--- src/rtl/bus_fill_dma.sv ---
// Bus-master fill engine: muxes the CPU bus with a constant-word write stream
// onto the decoder bus, stalling the CPU while a fill run is in progress.
module bus_fill_dma #(
    parameter int LEN_WIDTH = 16,
    parameter int ADDR_STEP = 4
) (
    input  logic                 clk,
    input  logic                 rst,
    input  logic                 start,
    input  logic [31:0]          dst_addr,
    input  logic [LEN_WIDTH-1:0] len_words,
    input  logic [31:0]          fill_data,
    input  logic                 abort,
    output logic                 busy,
    output logic                 done,
    output logic                 aborted,
    output logic [LEN_WIDTH-1:0] words_done,
    input  logic [31:0]          cpu_bus_addr,
    input  logic [31:0]          cpu_bus_wr_data,
    input  logic                 cpu_bus_wr_en,
    output logic [31:0]          cpu_bus_rd_data,
    output logic                 cpu_stall,
    output logic [31:0]          bus_addr,
    output logic [31:0]          bus_wr_data,
    output logic                 bus_wr_en,
    input  logic [31:0]          bus_rd_data
);

    localparam logic [1:0] ST_IDLE = 2'd0;
    localparam logic [1:0] ST_FILL = 2'd1;
    localparam logic [1:0] ST_DONE = 2'd2;

    logic [1:0]           state;
    logic [31:0]          cur_addr;
    logic [31:0]          data_q;
    logic [LEN_WIDTH-1:0] len_q;
    logic [LEN_WIDTH-1:0] cnt_inc;

    assign cnt_inc = words_done + 1'b1;

    always_ff @(posedge clk or posedge rst) begin
        if (rst) begin
            state      <= ST_IDLE;
            cur_addr   <= '0;
            data_q     <= '0;
            len_q      <= '0;
            words_done <= '0;
            aborted    <= 1'b0;
        end else begin
            case (state)
                ST_IDLE: begin
                    if (start) begin
                        cur_addr   <= dst_addr;
                        data_q     <= fill_data;
                        len_q      <= len_words;
                        words_done <= '0;
                        aborted    <= 1'b0;
                        state      <= (len_words == '0) ? ST_DONE : ST_FILL;
                    end
                end
                ST_FILL: begin
                    cur_addr   <= cur_addr + 32'(ADDR_STEP);
                    words_done <= cnt_inc;
                    // Normal completion on the same edge takes priority over abort.
                    if (cnt_inc == len_q) begin
                        state <= ST_DONE;
                    end else if (abort) begin
                        aborted <= 1'b1;
                        state   <= ST_DONE;
                    end
                end
                ST_DONE: state <= ST_IDLE;
                default: state <= ST_IDLE;
            endcase
        end
    end

    assign busy      = (state == ST_FILL);
    assign done      = (state == ST_DONE);
    assign cpu_stall = busy;

    always_comb begin
        bus_addr        = cpu_bus_addr;
        bus_wr_data     = cpu_bus_wr_data;
        bus_wr_en       = cpu_bus_wr_en;
        cpu_bus_rd_data = bus_rd_data;
        if (busy) begin
            bus_addr        = cur_addr;
            bus_wr_data     = data_q;
            bus_wr_en       = 1'b1;
            cpu_bus_rd_data = '0;
        end
    end

endmodule

--- config.mk ---
export PLATFORM = sky130hd
export DESIGN_NAME = bus_fill_dma
export DESIGN_NICKNAME = d
export VERILOG_FILES = /design/src/rtl/bus_fill_dma.sv
export SDC_FILE = /design/constraint.sdc
export NUM_CORES = 1
export LEC_CHECK = 0
export CORE_MARGIN = 4
export CORE_UTILIZATION = 42
export CTS_CLUSTER_DIAMETER = 30
export CTS_CLUSTER_SIZE = 40
export DETAILED_ROUTE_END_ITERATION = 10
export PLACE_DENSITY = 0.82
export SLEW_MARGIN = 25
export SYNTH_ARGS = -nofsm -noshare
export SYNTH_HDL_FRONTEND = slang
export SYNTH_SLANG_ARGS = --single-unit
export TNS_END_PERCENT = 30
--- constraint.sdc ---
create_clock -name clk -period 3.81 [get_ports clk]
set_input_delay 0.5715 -clock clk [delete_from_list [all_inputs] [get_ports clk]]
set_output_delay 0.5715 -clock clk [all_outputs]
set_load 0.03 [all_outputs]
==> results of run 1 <==
## power by group through the flow
| stage | clock network (mW) | registers, mW | logic (mW) |
|---|---|---|---|
| 2_1_floorplan | 0 | 1.83 | 3.11 |
| 3_3_place_gp | 0 | 1.98 | 4.63 |
| 3_5_place_dp | 0 | 1.99 | 4.70 |
| 4_1_cts | 1.02 | 1.99 | 4.72 |
| 5_1_grt | 1.05 | 2.07 | 5.10 |
| 6_report | 1.01 | 2.00 | 4.69 |
## tightest hold or removal path, stage by stage, from the launching register on
cell and delay [ps]:
dfrtp_1 340, nand2_1 50, nand2_1 50
## sequential cells by signal (all words and copies together) (netlist names)
register / cells
cur_addr: 32
data_q: 32
len_q: 16
words_done: 16
state: 2
aborted: 1
## through the flow
stage	area, um^2	worst slack, ps	hold slack [ps]	std cells	utilization
after global placement	9280	942	457	1305	0.633
after detailed placement	9280	894	462	1305	0.633
after CTS	9600	498	479	1321	0.656
final	9600	502	474	1322	0.656
after global routing	9600	353	498	1322	0.656
after floorplan	6310	648	446	877	-
## area by class of cell
cell class                 instances  area share
multi-input combinational        704       0.369
timing repair buffer             307       0.310
sequential                        99       0.258
clock buffer                      10      0.0249
tap                              184      0.0240
clock inverter                     6     0.00912
inverter                          11     0.00456
antenna                            1    0.000261
## per-layer routing
layer	routed length (um)	share of wire	vias up	global-route usage
li1	-	-	3428	-
met1	9030	0.41	3282	0.309
met2	11100	0.50	308	0.437
met3	1600	0.072	31	0.0439
met4	465	0.021	0	0.0907
met5	0	0	-	0
## cell usage in the layout, fill, tap and decap left out, types with 4 or more instances in the layout
master / Yosys / final
inv_1: 9 / 8
o2bb2ai_1: 4 / 4
buf_12: 0 / 5
nor2_1: 25 / 24
o31ai_1: 6 / 6
nor4_1: 12 / 12
o21ai_0: 36 / 36
a21oi_1: 29 / 29
xor2_1: 10 / 10
and3_1: 4 / 4
xnor2_1: 14 / 14
and2_1: 35 / 35
o22ai_1: 22 / 22
nor3_1: 7 / 7
clkbuf_16: 0 / 9
o22a_1: 9 / 9
mux2i_1: 14 / 14
clkdlybuf4s50_1: 0 / 243
buf_4: 2 / 59
a22oi_1: 9 / 9
nand3_1: 30 / 30
nand2_1: 388 / 387
nand4_1: 8 / 8
dfrtp_1: 99 / 99
## worst max path at each step
stage / startpoint / to / slack, ps
4_1_cts: state[1] / bus_wr_data[5] / 500
3_3_place_gp: state[1] / bus_wr_data[8] / 940
3_5_place_dp: state[1] / bus_wr_data[12] / 890
2_1_floorplan: rst / aborted / 650
6_report: state[1] / bus_wr_data[5] / 500
5_1_grt: state[1] / bus_wr_data[4] / 350
## logic make-up after synthesis
group / share of synthesized area
xor gates and xnor gates: 0.0333
DFF: 0.393
and+or+nand+nor: 0.364
adders and majority gates: 0.00397
AOI/OAI and AO/OA: 0.134
buffers and inverters: 0.0478
muxes: 0.0240
==> metrics.yaml, run 1 <==
worst_setup_path:
  worst_ep_arrival_time_ps: 2740
  r2r_cells: 6
  crit_slowest_cell: "clkdlybuf4s50_1"
  cp.depth: 5
  cp_cell_sequence: "nand2b_4 -> inv_2 -> nand2_1 -> nand2_1 -> clkdlybuf4s50_1"
  critPathRequiredTime_ps: 3240
  r2r_end: "aborted"
  reg2reg_slack_ps: 950
  cp_top_family: "buffers and inverters"
  crit_path_max_fanout: 37
  path_buf_inv: 2
  path_class: "reg2out"
  crit_top_cell: "nand2_1"
  rr_startpoint: "words_done[4]"
  endpoint_kind: "output port"
  slowest_delay_ps: 680
  cp-start-kind: "flop"
yosys:
  synth_area_leader_cell: "dfrtp_1"
  synthFlopType: "dfrtp_1"
  ys_ff_latch: 99
  avgSynthCellArea_um2: 7.19
  yosysWarningCount: 0
  ys_types: 53
  synth_common_cells: "nand2_1 (388), dfrtp_1 (99), clkbuf_1 (49)"
  synthCells: 877
  synthesis.nets: 1060
  synthArstFlopShare: 1.00
  synth-edff-count: 0
  ys_seq_area_frac: 0.393
  netlist_top_cells_area: "dfrtp_1 (39%), nand2_1 (23%), and2_1 (3.5%)"
  syn-cell-area_um2: 6310
  yosysMostFrequentCell: "nand2_1"
  synth_top_cell_area_share: 0.393
die:
  die-area_um2: 17000
  io_pins: 298
  core_um2: 14600
  initial_utilization: 0.431
  core.rowCount: 44
  die_height_um: 131
  fp.dieW_um: 131
power_and_ir_drop:
  total_power_mw: 7.70
  seq_power_share: 0.260
  power_density_nw_per_um2: 801
  clkPwrFrac: 0.131
  combPwrFrac: 0.610
  p_leak_nw: 4.41
  p_switching_mw: 3.79
  internal-power_mw: 3.90
  swShare: 0.493
  vdd_drop_max_mv: 0.495
timing:
  clock-skew-final_ps: 5.62
  worstMarginPinSlew_ps: 804
  fmax_ghz: 0.302
  finalHoldViolations: 0
  finalCritPeriodShare: 0.868
  finalCriticalPeriod_ps: 3310
  slew_viol_final: 0
  finalSetupTns_ps: 0
  setup_violations: 0
  rsz0062_at_grt: "false"
  slew-limit-headroom: 0.464
drt:
  drc: 0
  detail_route.wl_per_cell_um: 16.8
  vias: 7049
  drt-vias-per-instance: 5.33
  drtIter0Drc: 576
  detail-route-antenna-nets: 0
  dr.pass1.iters: 4
  wirelength_mm: 22.2
clock_network:
  cts_inserted_buffers: 9
  cts_tree: "built"
  cts_setup_buffers: 0
  cts_repair_resize_count: 0
  cts_hold_buffers: 0
  clkTransAtPathRegs_ps: 70
  insertion_delay_ps: 350
  clk_path_buf_depth: 2
  cts_sinks: 99
  ctsRootBufferMaster: "clkbuf_16"
  htreeDepth: 3
finish:
  ff_latch_area_um2: 2480
  syn2layout_area_growth_pct: 52.2
  fillers: 1269
  nets: 1315
  drive_above_1_share: 0.0809
  multiInputGateArea_um2: 3550
hold_path:
  hp-class: "reg2reg"
  hold_path_end: "data_q[7]"
  hold_depth: 2
  hp-start: "data_q[7]"
grt:
  grt_max_degree: 87
  grt_pass1_vias: 6760
  grt_antenna_before_repair: 1
  grt_first_pass_wirelength_mm: 33.9
  grt.overflow.total: 0
  grt_use_total: 0.250
status:
  outcome: "completed"
place:
  gp_routability_congestion: 0.917
  port_buffers: 297
  hpwl_mm: 16.4
run:
  drv_cap: 0
Power figures use the tool's default switching activity.
==> run 2: changes to the inputs <==
Settings changed: CAP_MARGIN from default to 0, SKIP_LAST_GASP from default to 1.
==> results of run 2 <==
Same layout as run 1: the final DEF is identical, and so are final timing and power.
==> run 3: changes to the inputs <==
Settings changed: CORE_MARGIN 4 to 3.
Clock period 3.81 ns to 3.8 ns, I/O delays scaled along.
==> run 3 against run 2 <==
Compared with the run above: utilization about the same; largest cell class unchanged; die area down 3.0%; design area down 0.44%; highest routed layer unchanged; critical path depth unchanged; non-clock buffer count up 1; clock-buffer cell count unchanged; flip-flop and latch count unchanged; via count down 0.43%.
==> metrics.yaml, run 3 (synthesis gave the netlist of run 1 again) <==
run:
  drv_cap: 0  # unchanged
finish:
  nets: 1316  # +0.076%
  top_regs: "cur_addr (32), data_q (32)"
  fillers: 1277  # +0.63%
  drive_above_1_share: 0.0817  # +0.000808
  syn2layout_area_growth_pct: 51.5
  layout_commonest_cell: "nand2_1"
  layout_common_cells: "nand2_1 (387), clkdlybuf4s50_1 (242), dfrtp_1 (99)"
power_and_ir_drop:
  p_leak_nw: 4.38  # -0.60%
  total_power_mw: 7.58  # -1.5%
  vdd_drop_max_mv: 0.441  # -11%
  power_density_nw_per_um2: 792  # -1.1%
die:
  io_pins: 298  # unchanged
  die-area_um2: 16500  # -3.0%
  core.rowCount: 44  # unchanged
  die_height_um: 129  # -1.5%
  fp.dieW_um: 129  # -1.5%
  core_um2: 14600  # -0.38%
  initial_utilization: 0.433  # +0.00163
drt:
  vias: 7019  # -0.43%
  wirelength_mm: 21.5  # -3.0%
  drtIter0Drc: 541  # -6.1%
  detail_route.wl_per_cell_um: 16.3  # -3.1%
  drc: 0  # unchanged
  drt-vias-per-instance: 5.31  # -0.50%
  detail-route-antenna-nets: 0  # unchanged
  dr.pass1.iters: 5  # +1
clock_network:
  clk_path_buf_depth: 2  # unchanged
  htreeDepth: 3  # unchanged
  insertion_delay_ps: 350  # about the same
  cts_hold_buffers: 0  # unchanged
  clkTransAtPathRegs_ps: 70  # about the same
  cts_setup_buffers: 0  # unchanged
  cts_tree: "built"
  cts_repair_resize_count: 0  # unchanged
  ctsRootBufferMaster: "clkbuf_16"
  cts_sinks: 99  # unchanged
  cts_inserted_buffers: 9  # unchanged
timing:
  clock-skew-final_ps: 8.54  # +2.91 ps
  worstMarginPinSlew_ps: 761  # -42.5 ps
  rsz0062_at_grt: "false"
  finalHoldViolations: 0  # unchanged
  finalCriticalPeriod_ps: 3100
  setup_violations: 0  # unchanged
  slew-limit-headroom: 0.492  # +0.0284
  finalCritPeriodShare: 0.815
  slew_viol_final: 0  # unchanged
  finalSetupTns_ps: 0  # unchanged
  fmax_ghz: 0.323
worst_setup_path:
  cp-start-kind: "flop"
  endpoint_kind: "output port"
  cp_cell_sequence: "nand2b_4 -> buf_12 -> nand2_1 -> o21ai_0 -> clkdlybuf4s50_1"
  crit_path_max_fanout: 121  # +230%
  slowest_delay_ps: 730  # +50 ps
  cp.depth: 5  # unchanged
  cp_top_family: "buffers and inverters"
  crit_slowest_cell: "clkdlybuf4s50_1"
  r2r_cells: 7  # +1
  critPathRequiredTime_ps: 3230  # about the same
  worst_ep_arrival_time_ps: 2530  # -210 ps
  path_buf_inv: 2  # unchanged
  path_class: "reg2out"
place:
  hpwl_mm: 15.8  # -3.8%
  gp_routability_congestion: 0.823  # -10%
  port_buffers: 297  # unchanged
grt:
  grt_antenna_before_repair: 1  # unchanged
  grt.overflow.total: 0  # unchanged
  grt_pass1_vias: 6718  # -0.62%
  grt_max_degree: 122  # +40%
  grt_first_pass_wirelength_mm: 33.3  # -1.6%
  grt_use_total: 0.252  # +0.00194
status:
  outcome: "completed"
hold_path:
  hold_depth: 2  # unchanged
  hp-class: "reg2reg"
run 3: layout make-up:
type | count | area, um^2 | area share
multi-input combinational | 704 | 3550 | 0.371
sequential | 99 | 2480 | 0.259
tap | 184 | 230 | 0.0241
inverter | 11 | 43.8 | 0.00458
clock inverter | 6 | 50.0 | 0.00523
timing repair buffer | 308 | 2980 | 0.312
antenna | 1 | 2.50 | 0.000262
clock buffer | 10 | 229 | 0.0239
run 3: path summary, 6_finish.rpt:
kind | start | slack, ps | end
min | data_q[31] | 480 | data_q[31]
min reg2reg | data_q[31] | 480 | data_q[31]
max in group asynchronous | rst | 2390 | cur_addr[28]
max reg2reg | words_done[0] | 870 | aborted
max | state[1] | 700 | bus_addr[30]
min in group asynchronous | rst | 660 | data_q[19]
run 3: worst reg2reg max path, cell delays in order (launching register included):
cell and delay (ps):
dfrtp_1 540, ha_1 310, nand3_1 380, nor4_1 630, mux2i_1 250, o211ai_1 120, nor4_2 440, o21ai_1 130
run 3: metrics by stage:
stage | instance area (um^2) | setup slack (ps) | cells | util | hold slack (ps)
2_1_floorplan | 6310 | 640 | 877 | - | 446
3_3_place_gp | 9280 | 978 | 1306 | 0.636 | 457
3_5_place_dp | 9280 | 947 | 1306 | 0.636 | 462
4_1_cts | 9560 | 662 | 1322 | 0.655 | 480
5_1_grt | 9560 | 561 | 1323 | 0.655 | 501
6_report | 9560 | 704 | 1323 | 0.655 | 475
run 3: where the power goes:
| part | internal (mW) | total (mW) | leakage (nW) | switching, mW |
|---|---|---|---|---|
| clock | 0.451 | 0.876 | 0.130 | 0.424 |
| combinational | 1.82 | 4.71 | 3.04 | 2.89 |
| sequential | 1.50 | 1.99 | 1.22 | 0.487 |
| total | 3.78 | 7.58 | 4.38 | 3.80 |
run 3: layer usage:
| layer | vias to the layer above | share of wire | track usage |
|---|---|---|---|
| li1 | 3426 | - | - |
| met1 | 3233 | 0.39 | 0.303 |
| met2 | 320 | 0.49 | 0.425 |
| met3 | 40 | 0.092 | 0.0689 |
| met4 | 0 | 0.034 | 0.106 |
| met5 | - | 0 | 0 |
